## config.mk

```make
export PLATFORM = sky130hd
export DESIGN_NAME = ibwt_top
export DESIGN_NICKNAME = d
export VERILOG_FILES = /design/src/rtl/ibwt_top.sv
export SDC_FILE = /design/constraint.sdc
export NUM_CORES = 2
export LEC_CHECK = 0
export ABC_AREA = 0
export BUFFER_PORTS_ARGS = -buffer_cell sky130_fd_sc_hd__buf_2
export CORE_ASPECT_RATIO = 0.9
export CORE_UTILIZATION = 60
export CTS_CLUSTER_DIAMETER = 50
export DETAILED_ROUTE_END_ITERATION = 7
export MAX_ROUTING_LAYER = met4
export PLACE_DENSITY = 0.92
export SLEW_MARGIN = 40
export SYNTH_ARGS = -nofsm -noshare
export SYNTH_HDL_FRONTEND = slang
export SYNTH_SLANG_ARGS = --single-unit
export TNS_END_PERCENT = 30
```

## constraint.sdc

```tcl
create_clock -name clk -period 30.8 [get_ports clk]
set_input_delay 1.54 -clock clk [delete_from_list [all_inputs] [get_ports clk]]
set_output_delay 1.54 -clock clk [all_outputs]
set_load 0.01 [all_outputs]
```

## src/rtl/ibwt_top.sv

```systemverilog
// rtl/ibwt_top.sv - inverse Burrows-Wheeler decoder for one 32-byte block
// Builds the LF map one row per cycle, then walks it backwards from the sentinel row.
module ibwt_top #(
  parameter int         STRING_LEN = 32,
  parameter logic [7:0] SENTINEL   = 8'h24
) (
  input  logic                    clk,
  input  logic                    rst,
  input  logic                    start,
  input  logic [8*STRING_LEN-1:0] input_string_char,
  output logic [8*STRING_LEN-1:0] output_string_char,
  output logic                    valid_out,
  output logic                    error,
  output logic                    busy
);
  localparam int N  = STRING_LEN;
  localparam int IW = $clog2(STRING_LEN);
  localparam logic [IW-1:0] LAST_IDX  = IW'(N - 1);
  localparam logic [IW-1:0] LAST_WALK = IW'(N - 2);
  localparam logic [IW:0]   CNT_ONE   = 1;

  typedef enum logic [2:0] {
    S_IDLE, S_LOAD, S_SCAN, S_WALK, S_DONE, S_WAIT
  } state_t;

  state_t            state_q, state_d;
  logic [7:0]        l_q  [N];
  logic [7:0]        l_d  [N];
  logic [IW-1:0]     lf_q [N];
  logic [IW-1:0]     lf_d [N];
  logic [7:0]        t_q  [N];
  logic [7:0]        t_d  [N];
  logic [IW-1:0]     idx_q, idx_d;
  logic [1:0]        cnt_q, cnt_d;
  logic [IW-1:0]     r0_q, r0_d;
  logic [IW-1:0]     row_q, row_d;
  logic [8*N-1:0]    out_q, out_d;
  logic              valid_q, valid_d;
  logic              err_q, err_d;

  logic [7:0]        cur_sym;
  logic [IW:0]       lt_cnt, rk_cnt;
  logic [IW-1:0]     lf_sum;
  logic [IW-1:0]     next_row;
  logic [IW-1:0]     walk_pos;
  logic [8*N-1:0]    t_packed;

  // LF(i) = #symbols smaller than L[i] + #earlier occurrences of L[i]
  always_comb begin
    cur_sym = l_q[idx_q];
    lt_cnt  = '0;
    rk_cnt  = '0;
    for (int j = 0; j < N; j++) begin
      if (l_q[j] < cur_sym) lt_cnt = lt_cnt + CNT_ONE;
      if ((IW'(j) < idx_q) && (l_q[j] == cur_sym)) rk_cnt = rk_cnt + CNT_ONE;
    end
    lf_sum = IW'(lt_cnt + rk_cnt);
  end

  always_comb begin
    next_row = lf_q[row_q];
    walk_pos = LAST_WALK - idx_q;
    t_packed = '0;
    for (int k = 0; k < N; k++) t_packed[8*k +: 8] = t_q[k];
  end

  always_comb begin
    state_d = state_q;
    l_d     = l_q;
    lf_d    = lf_q;
    t_d     = t_q;
    idx_d   = idx_q;
    cnt_d   = cnt_q;
    r0_d    = r0_q;
    row_d   = row_q;
    out_d   = out_q;
    valid_d = valid_q;
    err_d   = err_q;

    case (state_q)
      S_IDLE: begin
        out_d   = '0;
        valid_d = 1'b0;
        err_d   = 1'b0;
        if (start) state_d = S_LOAD;
      end
      S_LOAD: begin
        for (int k = 0; k < N; k++) l_d[k] = input_string_char[8*k +: 8];
        idx_d   = '0;
        cnt_d   = '0;
        state_d = S_SCAN;
      end
      S_SCAN: begin
        lf_d[idx_q] = lf_sum;
        if (cur_sym == SENTINEL) begin
          r0_d = idx_q;
          if (cnt_q != 2'd2) cnt_d = cnt_q + 2'd1;
        end
        if (idx_q == LAST_IDX) begin
          idx_d = '0;
          if (cnt_d != 2'd1) begin
            state_d = S_DONE;
          end else begin
            row_d      = r0_d;
            t_d[N-1]   = SENTINEL;
            state_d    = S_WALK;
          end
        end else begin
          idx_d = idx_q + IW'(1);
        end
      end
      S_WALK: begin
        row_d         = next_row;
        t_d[walk_pos] = l_q[next_row];
        if (idx_q == LAST_WALK) state_d = S_DONE;
        else                    idx_d   = idx_q + IW'(1);
      end
      S_DONE: begin
        valid_d = 1'b1;
        if (cnt_q != 2'd1) begin
          err_d = 1'b1;
          out_d = '0;
        end else begin
          err_d = 1'b0;
          out_d = t_packed;
        end
        state_d = S_WAIT;
      end
      S_WAIT: begin
        // outputs clear on the way out so IDLE always presents zeros
        if (!start) begin
          out_d   = '0;
          valid_d = 1'b0;
          err_d   = 1'b0;
          state_d = S_IDLE;
        end
      end
      default: state_d = S_IDLE;
    endcase
  end

  always_ff @(posedge clk) begin
    if (rst) begin
      state_q <= S_IDLE;
      idx_q   <= '0;
      cnt_q   <= '0;
      r0_q    <= '0;
      row_q   <= '0;
      out_q   <= '0;
      valid_q <= 1'b0;
      err_q   <= 1'b0;
    end else begin
      state_q <= state_d;
      idx_q   <= idx_d;
      cnt_q   <= cnt_d;
      r0_q    <= r0_d;
      row_q   <= row_d;
      out_q   <= out_d;
      valid_q <= valid_d;
      err_q   <= err_d;
    end
  end

  // data arrays are always rewritten before use, so they carry no reset
  always_ff @(posedge clk) begin
    l_q  <= l_d;
    lf_q <= lf_d;
    t_q  <= t_d;
  end

  assign output_string_char = out_q;
  assign valid_out          = valid_q;
  assign error              = err_q;
  assign busy               = (state_q == S_LOAD) || (state_q == S_SCAN) || (state_q == S_WALK);

endmodule
```

## After elaboration in Yosys (flattened, before gate mapping)

Index checks and enable logic that the tools add are counted.

- Bitwise logic cells: 4
- Equality and inequality tests: 49
- $lt $le $gt $ge: 70
- $add $sub $neg: 66
- Reductions and logical operators: 45
- Mux-type cells: 106

Operator list:

| kind | number |
|---|---|
| $pmux 256 s3 | 1 |
| $mux 256 | 2 |
| $mux 5 | 70 |
| $add 5x1->5 const B | 61 |
| $bwmux 256 | 1 |
| $eq 8x8->1 | 32 |
| $lt 8x8->1 | 32 |
| $bwmux 160 | 1 |
| $bmux 8 s5 | 2 |
| $lt 5x5->1 const A | 16 |
| $mux 8 | 7 |
| $demux 8 s5 | 1 |
| $lt 4x5->1 const A | 8 |
| $logic_and 1x1->1 | 34 |
| $bmux 5 s5 | 1 |
| $demux 5 s5 | 1 |
| $ge 6x6->1 const B | 4 |
| $not 5->6 | 4 |
| $lt 3x5->1 const A | 4 |
| $pmux 3 s6 | 1 |
| $pmux 8 s2 | 1 |
| $mux 3 | 5 |
| $pmux 5 s3 | 1 |
| $ne 2x2->1 const B | 7 |
| other kinds (25) | 43 |

- Bits in registers: 950
- Output and inout bits: 259
- Input port bits: 259

## Logic depth before layout (Yosys ltp)

- Word-level depth: 71
- Depth in mapped cells: 123

## Worst setup path after synthesis

OpenSTA, ideal clock, no wires.

- Path type: reg-to-reg
- From: reg idx_q[0]
- To: reg lf_q[104] (netlist bit), data pin
- Required time: 30.413 ns
- Arrival: 25.958 ns
- Stages on the path, launching flop included: 117
- Path slack: 4.455 ns
- Cells stage by stage: dfxtp_1 buf_2 buf_1 buf_1 buf_1 mux4_2 mux2i_1 o22ai_1 a221oi_1 ha_1 nand4_1 a211oi_1 inv_1 ha_1 or4b_2 and2_1 ha_1 nand2_1 [81 not listed] mux2_2 inv_1 fa_1 inv_1 a21o_1 a21oi_1 xor2_1 xnor2_1 xnor2_1 xnor2_1 xnor2_1 xnor3_1 xnor2_1 xnor2_1 xnor2_1 xnor3_1 xnor3_1 xnor2_1

- Longest elaborated chain between the ends: 71
- Elaborated cells on any way between the ends: 265
- Classes of those cells: add/sub (63); order compare (66); eq/ne (32); mux (70); bitwise (1); reduce/logical (33)

RTL lines:

| what | RTL line | RTL |
|---|---|---|
| start, declared | 33 | `logic [IW-1:0] idx_q, idx_d;` |
| start signal, assigned | 154 | `idx_q <= idx_d;` |
| parallel branches: the longest is 69 deep, another holds $lt 8x8->1 | -- |  |
| $add 5x5->5 (*) | 57 | `lf_sum = IW'(lt_cnt + rk_cnt);` |
| via lf_sum[4] | 43 | `logic [IW-1:0] lf_sum;` |
| $bwmux 160 (*) | 94 | `lf_d[idx_q] = lf_sum;` |
| end signal, assigned | 167 | `lf_q <= lf_d;` |
| end, declared | 29 | `logic [IW-1:0] lf_q [N];` |

Mark *: on every way through the listed nets, which the timed path passes. The select of a mux whose other input is x is not followed.
A chain may end at the register's enable or synchronous reset.

## Worst setup path after layout

- From: reg idx_q[2]
- To: reg lf_q[84] (netlist bit), data pin

The elaborated chain is that of the path after synthesis.

==> results by group <==
Status
  • Status: finished with violations
  • Failing checks: design-rule violations

Setup path
  • Kind of critical path: register to register
  • Reg2reg setup slack: 3.34 ns
  • Most frequent CP cell: ha_1
  • Worst Path Arrival: 27.98 ns
  • Worst Setup SP: idx_q[2]
  • Worst setup SP type: register
  • Max stage delay cell, worst path: buf_4
  • Crit path max fanout: 63
  • Critical Path Sink: lf_q[84]
  • WP data required: 31.32 ns
  • Reg-to-reg endpoint: lf_q[84]
  • R2r startpoint: idx_q[2]
  • Worst path max stage delay: 0.76 ns
  • Critical path capture point type: register
  • R2r worst-path depth: 117

Yosys
  • Synth area leaders: edfxtp_1, dfxtp_1, ha_1
  • Synthesized cell area: 0.0501 mm^2
  • Cell taking the most area after synthesis: edfxtp_1
  • #FFs+latches synth: 950
  • Count leader, synth: edfxtp_1
  • List of most frequent post-synthesis cells: edfxtp_1, nor2_1, ha_1, dfxtp_1, a22oi_1
  • Seq/Total Area, Yosys: 51.4%
  • Ys async rst share: 0%
  • Post-synthesis area per instance: 11.9 um^2
  • Synth Warn #: 0
  • Synth top area share: 40.3%
  • Syn Inst Count: 4193
  • Post-synth top flop: edfxtp_1
  • EDFF count, synth: 672
  • Distinct cells, synth: 97
  • Syn Nets: 4781

Clock tree
  • CTS tree: done
  • Hold buffers post-CTS: 0
  • Post-cts resize count: 0
  • Post-CTS Setup Inserts: 0
  • Root Buffer Master: clkbuf_16
  • CTS HTree Levels: 3
  • Cts bufs inserted: 89
  • Clock Latency Late Sink: 0.71 ns
  • Clock sink total: 950
  • Clk buf depth: 3
  • Clock transition at the registers of the reported paths: 0.07 ns

Timing
  • Tmin final: 27.46 ns
  • Final Max Slew Viols: 0
  • Final number of setup-violating endpoints: 0
  • Rel. slew slack: 35.6%
  • Fmax: 0.0364 GHz
  • Worst Tran Pin Value: 0.965 ns
  • Clk_skew: 0.0503 ns
  • Setup tns final: 0 ns
  • Final cycle utilization of the critical path: 89.1%
  • RSZ-0062 raised after global routing: no
  • Final hold violations: 0

Detailed routing
  • Drt drc: 3
  • WL/cell: 29.4 um
  • ANT nets after route: 0
  • Drt pass-1 iters: 8
  • Vias: 40800
  • Vias per inst: 6.95
  • Initial DRC Count: 7268
  • Final WL: 173000 um

Place
  • Port Buffer Count: 517
  • Routability cong.: 1.06
  • Detail Placement HPWL: 117000 um

Finish
  • Final net count: 5243
  • Area growth, synth to finish: 14.6%
  • Util after Layout: 69.4%
  • Share of cells above drive strength 1: 21.3%
  • Final-layout fill cell count: 5203

Min path
  • Hold Path Origin: t_packed[121]
  • Worst min path class: register to register

GRT
  • Vias in the first global route: 38900
  • First-pass GRT wire length: 250000 um
  • Pin count of the biggest net entering global routing: 154
  • Gr ovfl total: 0
  • Initial antenna violation count: 13
  • GR Util All Layers: 41.1%

Floorplanning
  • Floorplan row count: 100
  • Die W: 306 um
  • Io pins: 518
  • Die Y: 276 um
  • Core box area: 0.0827 mm^2
  • Total Die Area: 0.0846 mm^2
  • Initial Util: 60.5%

Run
  • MaxCap Viol Count: 0
## registers in the layout, indices dropped and copies added (netlist names)
| register | cells |
|---|---|
| r0_q | 5 |
| row_q | 5 |
| lf_q | 160 |
| l_q | 256 |
| error | 1 |
| output_string_char | 256 |
| t_packed | 256 |
| idx_q | 5 |
| valid_out | 1 |
| cnt_q | 2 |
| state_q | 3 |
## worst max-delay path: cells and delay by family, from the launching register on
| kind | cells | cell delay (ns) |
|---|---|---|
| buf+inv | 11 | 2.03 |
| simple gates | 24 | 2.97 |
| flops | 1 | 0.68 |
| fa+ha+maj | 19 | 5.83 |
| mux | 11 | 3.30 |
| compound gates | 31 | 7.00 |
| xor+xnor | 21 | 5.36 |
## cell families after synthesis
family,Yosys count,synth area share (%)
flops,950,51.4
mux,287,8.85
xor+xnor,263,6.09
buf+inv,316,2.40
fa+ha+maj,330,8.26
simple gates,1179,11.2
compound gates,868,11.8
## how the worst min path moves through the flow
stage / endpoint / slack, ns / cells past startpoint
after global placement: valid_out / 0.44 / 2
after CTS: output_string_char[121] / 0.48 / 2
final: output_string_char[121] / 0.48 / 2
after global routing: output_string_char[48] / 0.51 / 2
after floorplan: output_string_char[0] / 0.47 / 2
after detailed placement: error / 0.47 / 2
## per-stage QoR
step / worst slack [ns] / cells / hold WS (ns) / area (um^2)
after floorplan: 4.45 / 4193 / 0.472 / 50100
after global placement: 4.83 / 5676 / 0.443 / 53900
after detailed placement: 4.38 / 5680 / 0.469 / 54100
after CTS: 3.82 / 5846 / 0.479 / 57100
after global routing: 2.06 / 5871 / 0.512 / 57300
final: 3.34 / 5876 / 0.475 / 57400
## final cells by class
class	instances	area [um^2]	share of cell area, %
antenna	24	60.1	0.105
clock buffer	123	2480	4.32
clock inverter	43	519	0.905
inverter	109	409	0.713
multi-input combinational	2927	23500	41.0
sequential	950	25800	44.9
tap	1122	1400	2.45
timing repair buffer	578	3200	5.58
## layout by cell type (no fill, tap or decap), types with 41 or more instances in the layout
cell type	synthesis	layout
edfxtp_1	672	672
inv_1	107	106
xor2_1	57	57
nand4_1	68	68
ha_1	328	327
buf_4	1	41
mux2_2	53	49
nor3_1	59	56
o21a_1	49	49
o21ai_0	132	132
a21oi_1	165	157
nand2_1	236	236
a22oi_1	261	261
buf_2	4	517
nor2b_1	84	83
dfxtp_1	278	272
clkbuf_16	0	90
xnor2_1	146	143
nand2b_1	41	41
mux2i_1	115	107
mux4_2	119	119
a211oi_1	74	73
nor2_1	461	454
nand3_1	77	77
## metal layers
| layer | vias to the layer above | track usage [%] | share of wire (%) |
|---|---|---|---|
| met5 | - | - | 0 |
| met4 | 0 | 26.6 | 8.1 |
| met3 | 987 | 12.4 | 14 |
| met2 | 3772 | 59.9 | 43 |
| met1 | 19200 | 49.8 | 34 |
| li1 | 16800 | - | - |
Power is not shown: default switching activity piles up to over one toggle a cycle in this logic, so the estimate is an artifact.
